[src/rtl/seq_scan_pkg.sv]
// Shared types and constants for the sequential 3-bit pattern scanner.
// Holds the FSM state encoding, default word width/pattern and the count-width helper.
package seq_scan_pkg;

    localparam int         DEF_WORD_W = 16;
    localparam logic [2:0] DEF_PAT    = 3'b101;

    // Legacy-compatible state encoding.
    typedef logic [1:0] state_t;
    localparam state_t ST_IDLE = 2'b00;
    localparam state_t ST_SCAN = 2'b01;
    localparam state_t ST_DONE = 2'b10;

    // A word of word_w bits holds at most word_w-2 windows, so the count needs clog2(word_w-1) bits.
    function automatic int cnt_w(input int word_w);
        return $clog2(word_w - 1);
    endfunction

endpackage

[src/rtl/seq_win_match.sv]
// Combinational window comparator: selects window idx of the word and compares it with PAT.
// Window idx is {word[idx], word[idx+1], word[idx+2]}, with word[idx] as the MSB.
module seq_win_match
    import seq_scan_pkg::*;
#(
    parameter int         WORD_W = DEF_WORD_W,
    parameter logic [2:0] PAT    = DEF_PAT,
    localparam int        IDX_W  = $clog2(WORD_W)
) (
    input  logic [WORD_W-1:0] word,
    input  logic [IDX_W-1:0]  idx,
    output logic              match
);

    logic [2:0] window;

    // NOTE: every always_comb output gets a default first, so no path leaves it unassigned (no latch).
    always_comb begin
        window = 3'b000;
        for (int i = 0; i <= WORD_W - 3; i++) begin
            if (idx == IDX_W'(i)) begin
                window = {word[i], word[i+1], word[i+2]};
            end
        end
        match = (window == PAT);
    end

endmodule

[src/rtl/seq_scan_arb.sv]
// Two-requester round-robin arbiter feeding a one-window-per-cycle pattern counter.
// Optional macro SEQ_SCAN_FASTZERO_EN: words with fewer than two set bits skip SCAN.
module seq_scan_arb
    import seq_scan_pkg::*;
#(
    parameter int         WORD_W = DEF_WORD_W,
    parameter logic [2:0] PAT    = DEF_PAT,
    localparam int        CNT_W  = cnt_w(WORD_W)
) (
    input  logic              clk,
    input  logic              rst_n,
    input  logic              req0_valid,
    input  logic [WORD_W-1:0] req0_data,
    output logic              req0_ready,
    input  logic              req1_valid,
    input  logic [WORD_W-1:0] req1_data,
    output logic              req1_ready,
    output logic              res_valid,
    output logic [CNT_W-1:0]  res_count,
    output logic              res_id,
    input  logic              res_ready,
    output logic              busy
);

    localparam int               IDX_W    = $clog2(WORD_W);
    localparam logic [IDX_W-1:0] LAST_IDX = IDX_W'(WORD_W - 3);

    state_t             state;
    logic               ptr;
    logic [WORD_W-1:0]  word;
    logic [IDX_W-1:0]   idx;
    logic [CNT_W-1:0]   count;
    logic               id;

    logic               grant_valid;
    logic               grant_id;
    logic               accept;
    logic [WORD_W-1:0]  accept_data;
    logic               match;
    logic               sparse;

    // ptr=0 prefers requester 0; a lone valid requester always wins.
    // Readys are gated by rst_n so nothing is offered while reset is held.
    always_comb begin
        grant_valid = req0_valid | req1_valid;
        grant_id    = req1_valid & (~req0_valid | ptr);
        accept      = (state == ST_IDLE) & grant_valid & rst_n;
        req0_ready  = accept & ~grant_id;
        req1_ready  = accept & grant_id;
        accept_data = grant_id ? req1_data : req0_data;
`ifdef SEQ_SCAN_FASTZERO_EN
        sparse      = ($countones(accept_data) < 2);
`else
        sparse      = 1'b0;
`endif
    end

    seq_win_match #(
        .WORD_W (WORD_W),
        .PAT    (PAT)
    ) u_win_match (
        .word  (word),
        .idx   (idx),
        .match (match)
    );

    // NOTE: sequential state uses non-blocking assignments so all flops update together on the edge.
    always_ff @(posedge clk or negedge rst_n) begin
        if (!rst_n) begin
            state <= ST_IDLE;
            ptr   <= 1'b0;
            word  <= '0;
            idx   <= '0;
            count <= '0;
            id    <= 1'b0;
        end else begin
            case (state)
                ST_IDLE: begin
                    if (accept) begin
                        word  <= accept_data;
                        id    <= grant_id;
                        count <= '0;
                        idx   <= '0;
                        ptr   <= ~grant_id;
                        state <= sparse ? ST_DONE : ST_SCAN;
                    end
                end
                ST_SCAN: begin
                    count <= count + CNT_W'(match);
                    if (idx == LAST_IDX) begin
                        state <= ST_DONE;
                    end else begin
                        idx <= idx + 1'b1;
                    end
                end
                ST_DONE: begin
                    if (res_ready) begin
                        state <= ST_IDLE;
                    end
                end
                default: state <= ST_IDLE;
            endcase
        end
    end

    assign res_valid = (state == ST_DONE);
    assign res_count = count;
    assign res_id    = id;
    assign busy      = (state != ST_IDLE);

endmodule

[config.mk]
export PLATFORM = sky130hd
export DESIGN_NAME = seq_scan_arb
export DESIGN_NICKNAME = d
export VERILOG_FILES = /design/src/rtl/seq_scan_pkg.sv /design/src/rtl/seq_win_match.sv /design/src/rtl/seq_scan_arb.sv
export SDC_FILE = /design/constraint.sdc
export NUM_CORES = 1
export LEC_CHECK = 0
export CELL_PAD_IN_SITES_DETAIL_PLACEMENT = 0
export CELL_PAD_IN_SITES_GLOBAL_PLACEMENT = 1
export CORE_UTILIZATION = 37
export CTS_BUF_LIST = sky130_fd_sc_hd__clkbuf_16
export DETAILED_ROUTE_END_ITERATION = 8
export PLACE_DENSITY = 0.83
export SLEW_MARGIN = 20
export SYNTH_ARGS = -nofsm -noshare
export SYNTH_HDL_FRONTEND = slang
export SYNTH_SLANG_ARGS = --single-unit
[constraint.sdc]
create_clock -name clk -period 3.16 [get_ports clk]
set_input_delay 0.474 -clock clk [delete_from_list [all_inputs] [get_ports clk]]
set_output_delay 0.474 -clock clk [all_outputs]
set_load 0.05 [all_outputs]
==> impl_metrics.tcl <==
set metrics [dict create \
    ant_nets 0 \
    synth_top_flop_cell "dfrtp_1" \
    criticalPathCategory "reg2reg" \
    place.gp.congestion 0.848 \
    vdd_ir_drop_max_uv 506 \
    antenna_found_initial 0 \
    grt_overflow_total 0 \
    worst-endpoint-arrival_ns 2.99 \
    max_cap_viol_count 0 \
    fraction_of_the_yosys_area_taken_by_sequential_cells_pct 36.8 \
    place_worst_setup_slack_ns 0.342 \
    status "finished clean" \
    synth.largest_area_cell "dfrtp_1" \
    timing.critical_path.to_type "register" \
    critical_path.reg2reg.endpoint "res_count[2]$_DFFE_PN0P_" \
    detail_route.vias_per_cell 5.24 \
    mappedNetlistArea_um2 1900 \
    hold_class "reg2reg" \
    netlist_instances 218 \
    fin_nets 301 \
    rsz0062_at_grt "no" \
    avgSynthCellArea_um2 8.74 \
    setup.worst_path.end "res_count[2]$_DFFE_PN0P_" \
    largest_net_degree_at_the_start_of_global_routing 40 \
    ff2ff_setup_slack_ns 0.31 \
    synth.top_cell.area_share_pct 36.8 \
    start_util_pct 39.3 \
    powerDensity_nw_per_um2 926 \
    clock_latency_ns 0.26 \
    core.rowCount 25 \
    io_pins 46 \
    final_period_minus_worst_setup_slack_ns 2.85 \
    grt_usage_pct 16.7 \
    cts_max_path_buffers 2 \
    detailedPlacementHpwl_um 3110 \
    syn_nets 261 \
    r2r_start "idx[1]$_DFFE_PN0P_" \
    remaining_drc_errors 0 \
    vias 1697 \
    cts.root.buffer_cell "clkbuf_16" \
    finalHoldViolCount 0 \
    worst-endpoint-required_ns 3.30 \
    cts.sinks 28 \
    yosys-top-cells-area "dfrtp_1 (37%), mux2i_1 (8.4%), a21oi_1 (7.1%)" \
    achievable-frequency_mhz 350 \
    drt-initial-drc-count 85 \
    setup.worst_path.start_class "register" \
    first_global_vias 1510 \
    synth_edf_count 0 \
    synth.top_cells.by_count "nor2_1 (31), dfrtp_1 (28), a21oi_1 (27), nand2_1 (18), mux2i_1 (16)" \
    timing.max_slew.rel_slack_pct 59.4 \
    die_height_um 73.7 \
    htree_num_levels 1 \
    cts_tree "built" \
    ys_async_sr_fraction_pct 100 \
    postCtsSetupRepairBufs 0 \
    layout_setup_ws_ns 0.306 \
    antennaDiodeCount 0 \
    final-setup-viol-count 0 \
    min_period_over_period_pct 90.3 \
    cellLeakagePower_uw 0.00104 \
    worst_pin_slew_ns 0.609 \
    total_clock_buffers_created_by_cts 3 \
    final_max_slew_viol_count 0 \
    numPortBuffers 45 \
    die_width_um 73.7 \
    timing.setup.tns_ns 0 \
    wire_per_inst_um 12.9 \
    synth_warnings 0 \
    fp.coreArea_um2 4850 \
    routed_wl_um 4180 \
    drt-pass1-iter-count 4 \
    design.die.area_um2 5440 \
    worst_setup_path_startpoint "idx[1]$_DFFE_PN0P_" \
    finalClockSkew_ns 0.00244 \
    post_cts_resize_count 0 \
    layout-drive-gt1-share_pct 7.39 \
    wire_length_of_the_first_global_routing_pass_um 7050 \
    register_bit_total_from_synthesis 28 \
    hold_buffers 0 \
    synthMostInstantiatedCell "nor2_1" \
    timing.critical_path.fanout_max 18 \
    clkTransAtPathRegs_ns 0.07 \
    synthDistinctLibCells 47 \
    rr_worst_depth 13 \
    flow.area_growth_from_synthesis_pct 29.8 \
]
==> where the power goes <==
part	switching, uW	total (uW)	internal, uW
clock	120	290	170
combinational	729	1270	538
sequential	203	730	526
==> stage by stage <==
| stage | std cells | area [um^2] | util (%) | total power [uW] | hold WS, ns |
|---|---|---|---|---|---|
| 2_1_floorplan | 218 | 1900 | - | 1710 | 0.178 |
| 3_3_place_gp | 320 | 2390 | 49.3 | 1990 | 0.471 |
| 3_5_place_dp | 320 | 2390 | 49.3 | 2000 | 0.470 |
| 4_1_cts | 324 | 2470 | 51.0 | 2290 | 0.490 |
| 5_1_grt | 324 | 2470 | 51.0 | 2470 | 0.514 |
| 6_report | 324 | 2470 | 51.0 | 2290 | 0.486 |
==> final cells by class <==
cell class / instances / area (um^2)
Timing Repair Buffer: 49 / 500
Inverter: 9 / 33.8
Clock buffer: 3 / 75.1
Tap cell: 67 / 83.8
Multi-Input combinational cell: 167 / 1070
Sequential cell: 28 / 701
Fill cell: 481 / 2380
Clock inverter: 1 / 3.75
==> cell families after synthesis <==
kind of cell    Yosys count  share of synthesized area [%]
simple gates             75                           19.1
compound gates           66                           22.7
flops                    28                           36.8
buf+inv                  23                           7.16
mux                      16                           8.41
fa+ha+maj                 6                           3.94
xor+xnor                  4                           1.84
==> layer usage <==
| layer | vias up | wire (um) | track usage (%) |
|---|---|---|---|
| li1 | 843 | - | - |
| met5 | - | 0 | 0 |
| met4 | 0 | 61 | 6.62 |
| met2 | 66 | 1890 | 26.3 |
| met1 | 783 | 1970 | 23.2 |
| met3 | 5 | 259 | 2.19 |
==> critical path, cell delays in order (launching register included) <==
cell      delay (ns)
dfrtp_1         0.42
inv_1           0.10
ha_1            0.55
nor3b_1         0.29
nor3_1          0.10
o32a_1          0.18
a21oi_1         0.14
a22oi_1         0.10
a211oi_2        0.25
ha_1            0.21
ha_1            0.14
nand2_1         0.06
xor2_1          0.15
nor2_1          0.05
==> cell usage in the layout, fill, tap and decap left out, types with 2 or more instances in the layout <==
| master | n |
|---|---|
| a21oi_1 | 27 |
| a31oi_1 | 4 |
| and2_1 | 2 |
| buf_12 | 2 |
| buf_4 | 4 |
| clkbuf_16 | 3 |
| clkdlybuf4s50_1 | 43 |
| dfrtp_1 | 28 |
| ha_1 | 6 |
| inv_1 | 8 |
| mux2i_1 | 16 |
| nand2_1 | 18 |
| nand2b_1 | 3 |
| nand3_1 | 5 |
| nand3b_1 | 2 |
| nor2_1 | 30 |
| nor2b_1 | 3 |
| nor3_1 | 2 |
| o21ai_0 | 10 |
| o221ai_1 | 2 |
| o22ai_1 | 6 |
| o31ai_1 | 2 |
| xor2_1 | 4 |
==> how the worst min path moves through the flow <==
stage	cells after the start	endpoint	start	slack (ns)
3_3_place_gp	1	res_id$_DFFE_PN0P_	res_id$_DFFE_PN0P_	0.47
6_report	1	res_id$_DFFE_PN0P_	res_id$_DFFE_PN0P_	0.49
2_1_floorplan	0	idx[0]$_DFFE_PN0P_	rst_n	0.18
3_5_place_dp	1	res_id$_DFFE_PN0P_	res_id$_DFFE_PN0P_	0.47
4_1_cts	1	res_id$_DFFE_PN0P_	res_id$_DFFE_PN0P_	0.49
5_1_grt	1	res_id$_DFFE_PN0P_	res_id$_DFFE_PN0P_	0.51
==> flip-flops by register name, summed over array words and instances (netlist names) <==
signal / cells
idx: 4
ptr: 1
res_count: 4
res_id: 1
state: 2
word: 16
Power figures use the tool's default switching activity.
